==> src/rtl/latex_line_receiver_if.sv <==
// Byte-stream handshake between a LaTeX character source and latex_line_receiver.
// The source drives in_data/in_valid; the receiver drives in_ready.
interface latex_line_receiver_if;
  logic [7:0] in_data;
  logic       in_valid;
  logic       in_ready;

  modport master (
    output in_data,
    output in_valid,
    input  in_ready
  );

  modport slave (
    input  in_data,
    input  in_valid,
    output in_ready
  );
endinterface

==> src/rtl/latex_line_receiver.sv <==
// Captures one 0x00/0x0A-terminated ASCII line into a buffer; reports length, checksum, overflow.
// Optional brace-balance checker (brace_err port) enabled by defining LATEX_BRACE_CHECK_EN.
module latex_line_receiver #(
  parameter int unsigned DEPTH = 32,
  parameter int unsigned AW    = 5
) (
  input  logic                  clk,
  input  logic                  rst_n,
  latex_line_receiver_if.slave  in_if,
  input  logic                  clear,
  input  logic [AW-1:0]         rd_addr,
  output logic [7:0]            rd_data,
  output logic                  line_done,
  output logic [AW:0]           line_len,
  output logic [7:0]            line_sum,
`ifdef LATEX_BRACE_CHECK_EN
  output logic                  overflow,
  output logic                  brace_err
`else
  output logic                  overflow
`endif
);

  if ((DEPTH < 2) || (DEPTH > 64) || ((1 << AW) != DEPTH)) begin : g_param_check
    $error("latex_line_receiver: DEPTH must be a power of 2 in 2..64 and equal 2**AW");
  end

  typedef enum logic [1:0] {
    IDLE = 2'd0,
    RECV = 2'd1,
    DONE = 2'd2
  } state_t;

  localparam logic [AW:0] FULL_LEN = (AW+1)'(DEPTH);
  localparam logic [AW:0] ONE_LEN  = (AW+1)'(1);

  state_t       state_q;
  logic         ready_q;
  logic         line_done_q;
  logic [AW:0]  line_len_q;
  logic [7:0]   line_sum_q;
  logic         overflow_q;
  logic [7:0]   rd_data_q;
  logic [7:0]   mem_q [DEPTH];

  logic         xfer;
  logic         is_term;
  logic         has_room;
  logic         store;

  always_comb begin
    xfer     = in_if.in_valid && in_if.in_ready;
    is_term  = (in_if.in_data == 8'h00) || (in_if.in_data == 8'h0A);
    has_room = line_len_q < FULL_LEN;
    store    = xfer && !is_term && has_room;
  end

  // ready_q tracks "not DONE and out of reset"; clear gates it combinationally so a
  // byte offered alongside clear is never consumed.
  assign in_if.in_ready = ready_q && !clear;

`ifdef LATEX_BRACE_CHECK_EN
  logic [3:0] depth_q;
  logic       brace_err_q;

  always_ff @(posedge clk or negedge rst_n) begin
    if (!rst_n) begin
      depth_q     <= '0;
      brace_err_q <= 1'b0;
    end else if (clear) begin
      depth_q     <= '0;
      brace_err_q <= 1'b0;
    end else if (store && (in_if.in_data == 8'h7B)) begin
      if (depth_q == 4'hF) begin
        brace_err_q <= 1'b1;
      end else begin
        depth_q <= depth_q + 4'd1;
      end
    end else if (store && (in_if.in_data == 8'h7D)) begin
      if (depth_q == 4'h0) begin
        brace_err_q <= 1'b1;
      end else begin
        depth_q <= depth_q - 4'd1;
      end
    end else if (xfer && is_term && (depth_q != 4'h0)) begin
      brace_err_q <= 1'b1;
    end
  end

  assign brace_err = brace_err_q;
`endif

  always_ff @(posedge clk or negedge rst_n) begin
    if (!rst_n) begin
      state_q     <= IDLE;
      ready_q     <= 1'b0;
      line_done_q <= 1'b0;
      line_len_q  <= '0;
      line_sum_q  <= '0;
      overflow_q  <= 1'b0;
    end else if (clear) begin
      state_q     <= IDLE;
      ready_q     <= 1'b1;
      line_done_q <= 1'b0;
      line_len_q  <= '0;
      line_sum_q  <= '0;
      overflow_q  <= 1'b0;
    end else begin
      unique case (state_q)
        IDLE, RECV: begin
          ready_q <= 1'b1;
          if (xfer) begin
            if (is_term) begin
              state_q     <= DONE;
              ready_q     <= 1'b0;
              line_done_q <= 1'b1;
            end else begin
              state_q <= RECV;
              if (has_room) begin
                line_len_q <= line_len_q + ONE_LEN;
                line_sum_q <= line_sum_q + in_if.in_data;
              end else begin
                overflow_q <= 1'b1;
              end
            end
          end
        end
        DONE: begin
          ready_q     <= 1'b0;
          line_done_q <= 1'b1;
        end
        default: begin
          state_q <= IDLE;
          ready_q <= 1'b0;
        end
      endcase
    end
  end

  // Buffer contents are don't-care after reset; only line_len_q qualifies reads.
  always_ff @(posedge clk) begin
    if (store) begin
      mem_q[line_len_q[AW-1:0]] <= in_if.in_data;
    end
  end

  always_ff @(posedge clk or negedge rst_n) begin
    if (!rst_n) begin
      rd_data_q <= '0;
    end else if ({1'b0, rd_addr} < line_len_q) begin
      rd_data_q <= mem_q[rd_addr];
    end else begin
      rd_data_q <= '0;
    end
  end

  assign rd_data   = rd_data_q;
  assign line_done = line_done_q;
  assign line_len  = line_len_q;
  assign line_sum  = line_sum_q;
  assign overflow  = overflow_q;

endmodule

==> src/flat_wrapper.sv <==
// flat-port wrapper written by rule: the top's interface ports become plain ports
module latex_line_receiver_flat 
#(
  parameter int unsigned DEPTH = 32,
  parameter int unsigned AW    = 5
)
  (clk, rst_n, clear, rd_addr, rd_data, line_done, line_len, line_sum, overflow, in_if_in_data, in_if_in_valid, in_if_in_ready);
  latex_line_receiver_if in_if_i ();
  input  logic clk;
  input  logic rst_n;
  input  logic clear;
  input  logic [AW-1:0] rd_addr;
  output logic [7:0] rd_data;
  output logic line_done;
  output logic [AW:0] line_len;
  output logic [7:0] line_sum;
  output logic overflow;
  input wire logic [$bits(in_if_i.in_data)-1:0] in_if_in_data;
  input wire logic [$bits(in_if_i.in_valid)-1:0] in_if_in_valid;
  output wire logic [$bits(in_if_i.in_ready)-1:0] in_if_in_ready;
  assign in_if_i.in_data = in_if_in_data;
  assign in_if_i.in_valid = in_if_in_valid;
  assign in_if_in_ready = in_if_i.in_ready;
  latex_line_receiver #(.DEPTH(DEPTH), .AW(AW)) u_core (.clk(clk), .rst_n(rst_n), .in_if(in_if_i), .clear(clear), .rd_addr(rd_addr), .rd_data(rd_data), .line_done(line_done), .line_len(line_len), .line_sum(line_sum), .overflow(overflow));
endmodule
==> config.mk <==
export PLATFORM = sky130hd
export DESIGN_NAME = latex_line_receiver_flat
export DESIGN_NICKNAME = d
export VERILOG_FILES = /design/src/rtl/latex_line_receiver_if.sv /design/src/rtl/latex_line_receiver.sv /design/src/flat_wrapper.sv
export SDC_FILE = /design/constraint.sdc
export NUM_CORES = 1
export LEC_CHECK = 0
export ABC_AREA = 0
export BUFFER_PORTS_ARGS = -buffer_cell sky130_fd_sc_hd__buf_2
export CAP_MARGIN = 20
export CORE_ASPECT_RATIO = 0.5
export CORE_MARGIN = 2
export CORE_UTILIZATION = 34
export CTS_BUF_LIST = sky130_fd_sc_hd__clkbuf_8
export CTS_CLUSTER_DIAMETER = 80
export CTS_CLUSTER_SIZE = 40
export DETAILED_ROUTE_END_ITERATION = 6
export PLACE_DENSITY = 0.58
export SYNTH_ARGS = -nofsm -noshare
export SYNTH_HDL_FRONTEND = slang
export SYNTH_SLANG_ARGS = --single-unit
==> constraint.sdc <==
create_clock -name clk -period 3.4 [get_ports clk]
set_input_delay 0.34 -clock clk [delete_from_list [all_inputs] [get_ports clk]]
set_output_delay 0.34 -clock clk [all_outputs]
set_load 0.1 [all_outputs]
==> impl_metrics.ini <==
[power]
clkPwrFrac_pct = 23.4
internal-power_uw = 4420
p_sw_share_pct = 25.4
p_leak_uw = 0.00405
p_comb_share_pct = 11.5
seq_power_share_pct = 65.1
peakVddDrop_v = 0.000224
switchingPower_uw = 1500
powerDensity_nw_per_um2 = 474

[sta]
period_share_pct = 77.9
setup_viol = 0
worstMarginPinSlew_ps = 958
rsz0062_at_grt = no
setup_tns_ps = 0
fin_ws_ps = 751
drv_slew = 0
clock.fmax_mhz = 377
final-hold-violation-count = 0
timing.slew.headroom_pct = 35.9
fin_crit_ps = 2650
finClkSkew_ps = 55.1

[final_layout]
multi_input_area_um2 = 2870
n_fill_cell = 2982
area_growth_pct = 9.12
regArea_um2 = 8360
num_antenna_cells = 0
layout-drive-gt1-share_pct = 25.8
nets = 676

[flow_run]
drv_cap = 0

[floorplanning]
die_y_um = 134
core-area_um2 = 33100
ios = 42
row_count = 47
die-area_um2 = 35200
start_util_pct = 34.6
dieWidth_um = 263

[yosys]
synthArstFlopShare_pct = 9.54
ys_ff_latch = 283
synth_flop_cell = edfxtp_1
yosysTopAreaCell = edfxtp_1
synth_nets = 625
synth_cell_types = 44
yosysWarnings = 0
synthTopCellsByArea = edfxtp_1 67%, mux4_2 14%, dfrtp_1 5.9%
synth-edff-count = 256
synth_top_area_share_pct = 67.2
yosys-top-cells-count = 256 x edfxtp_1, 72 x mux4_2, 54 x nor2_1
syn_area_um2 = 11400
synth_area_per_cell_um2 = 19.3
synth.most_common_cell = edfxtp_1
synth-seq-area-share_pct = 73.1
syn_inst = 592

[critical_path]
criticalPathCategory = reg2reg
crit_family = simple AND/OR/NAND/NOR gates
rr_startpoint = u_core.line_len[5]
crit_required_ps = 3600
cp_num_buf_inv = 1
startpoint_type = flip-flop
cp-startpoint = u_core.line_len[5]
r2r_end = u_core.mem_q[14][0]
endpoint = u_core.mem_q[14][0]
cp.depth = 5
r2r_slack_ps = 750
slowest_delay_ps = 730
slowest_stage = nor2_1
path_max_fanout = 8
arrival_ps = 2850
r2r_cells = 5
crit_chain = and4bb_2 > nor2b_1 > nand2_1 > buf_4 > nor2_1
end_kind = flip-flop

[global_route]
first_global_vias = 5698
grt_pass1_wl_um = 37600
antenna_found_initial = 0
grt_usage_pct = 14.4
grt_max_degree = 41
grt-ovfl-total = 0

[routing]
drt_iter0_drc = 573
via_count = 5585
viasPerCell = 5.13
postRouteWirelength_um = 25100
drc_errors = 0
ant_nets = 0
post_drt_wl_per_cell_um = 23.0
drt_pass1_iterations = 5

[clocking]
cts_sinks = 283
path_clk_slew_ps = 180
ctsHtreeMaxLevel = 1
ctsLongestPathBuffers = 3
cts_resized = 0
cts_inserted_buffers = 12
insertion_delay_ps = 570
cts_tree = built
root_buffer = clkbuf_8

[place]
dp.final_hpwl_um = 16400
place.gp.congestion = 0.819
place_ws_ps = 586
io_buffers = 41

[worst_hold_path]
hp-class = in2reg
hold_start = clear

[status]
status = completed
kinds of logic after synthesis:
family          share of synthesized area [%]
fa+ha+maj                                1.82
simple gates                             3.93
mux                                      15.8
xor+xnor                                0.536
buf+inv                                  1.88
flops                                    73.1
compound gates                           2.98
stage by stage:
| step | total power [uW] | utilization [%] | cell area, um2 | hold slack [ps] | std cells |
|---|---|---|---|---|---|
| 2_1_floorplan | 4400 | - | 11400 | 44.4 | 592 |
| 3_3_place_gp | 4610 | 37.0 | 12200 | 369 | 1069 |
| 3_5_place_dp | 4610 | 37.0 | 12200 | 385 | 1069 |
| 4_1_cts | 5960 | 37.7 | 12500 | 182 | 1089 |
| 5_1_grt | 6120 | 37.7 | 12500 | 205 | 1089 |
| 6_report | 5920 | 37.7 | 12500 | 201 | 1089 |
worst reg2reg max path, delay by kind of cell (launching register included):
kind | cells | cell delay, ps
buffers and inverters | 1 | 220
and+or+nand+nor | 4 | 1600
DFF | 1 | 500
power groups by stage:
stage / logic (uW) / clock network [uW] / registers [uW]
after global placement: 679 / 0 / 3930
after floorplan: 288 / 0 / 4110
after CTS: 686 / 1420 / 3850
after global routing: 721 / 1540 / 3860
final: 679 / 1390 / 3850
after detailed placement: 683 / 0 / 3930
flip-flops by register name, summed over array words and instances, names as in the netlist:
name	cells
u_core.rd_data	8
u_core.line_len	6
u_core.state_q	2
u_core.overflow	1
u_core.line_sum	8
u_core.ready_q	1
u_core.line_done	1
u_core.mem_q	256
per-layer routing:
| layer | vias to the layer above | global-route usage [%] | part of all wire, % |
|---|---|---|---|
| li1 | 2464 | - | - |
| met3 | 19 | 1.55 | 4.6 |
| met5 | - | 0 | 0 |
| met4 | 0 | 2.35 | 1.3 |
| met1 | 2922 | 20.6 | 45 |
| met2 | 180 | 24.3 | 49 |
worst min path at each step:
stage,end,cells past startpoint,slack (ps)
after global placement,u_core.line_done,1,370
after floorplan,u_core.line_done,0,40
after CTS,u_core.line_len[4],2,180
after detailed placement,u_core.line_done,1,390
after global routing,u_core.line_len[5],2,200
final,u_core.state_q[1],2,200
cell type report:
| class | count | area share [%] |
|---|---|---|
| clock buffer | 13 | 1.43 |
| clock inverter | 6 | 0.421 |
| inverter | 16 | 0.481 |
| multi-input combinational | 266 | 23.0 |
| sequential | 283 | 67.0 |
| tap | 441 | 4.42 |
| timing repair buffer | 64 | 3.27 |
placed cells by master, fill, tap and decap left out, drive strengths merged, types with 9 or more instances in the layout:
cell,instances
ha,15
buf,63
clkinv,9
a21oi,20
edfxtp,256
dfrtp,27
clkbuf,13
mux4,72
nor2,54
mux2,9
inv,13
nand3,12
nand2,14
repair_timing:
item                      in CTS  in global routing
hold endpoints to repair      27                  0
setup buffers                  0                  0
hold buffers                   1                  0
No activity file was read; power rests on OpenSTA's default activity.
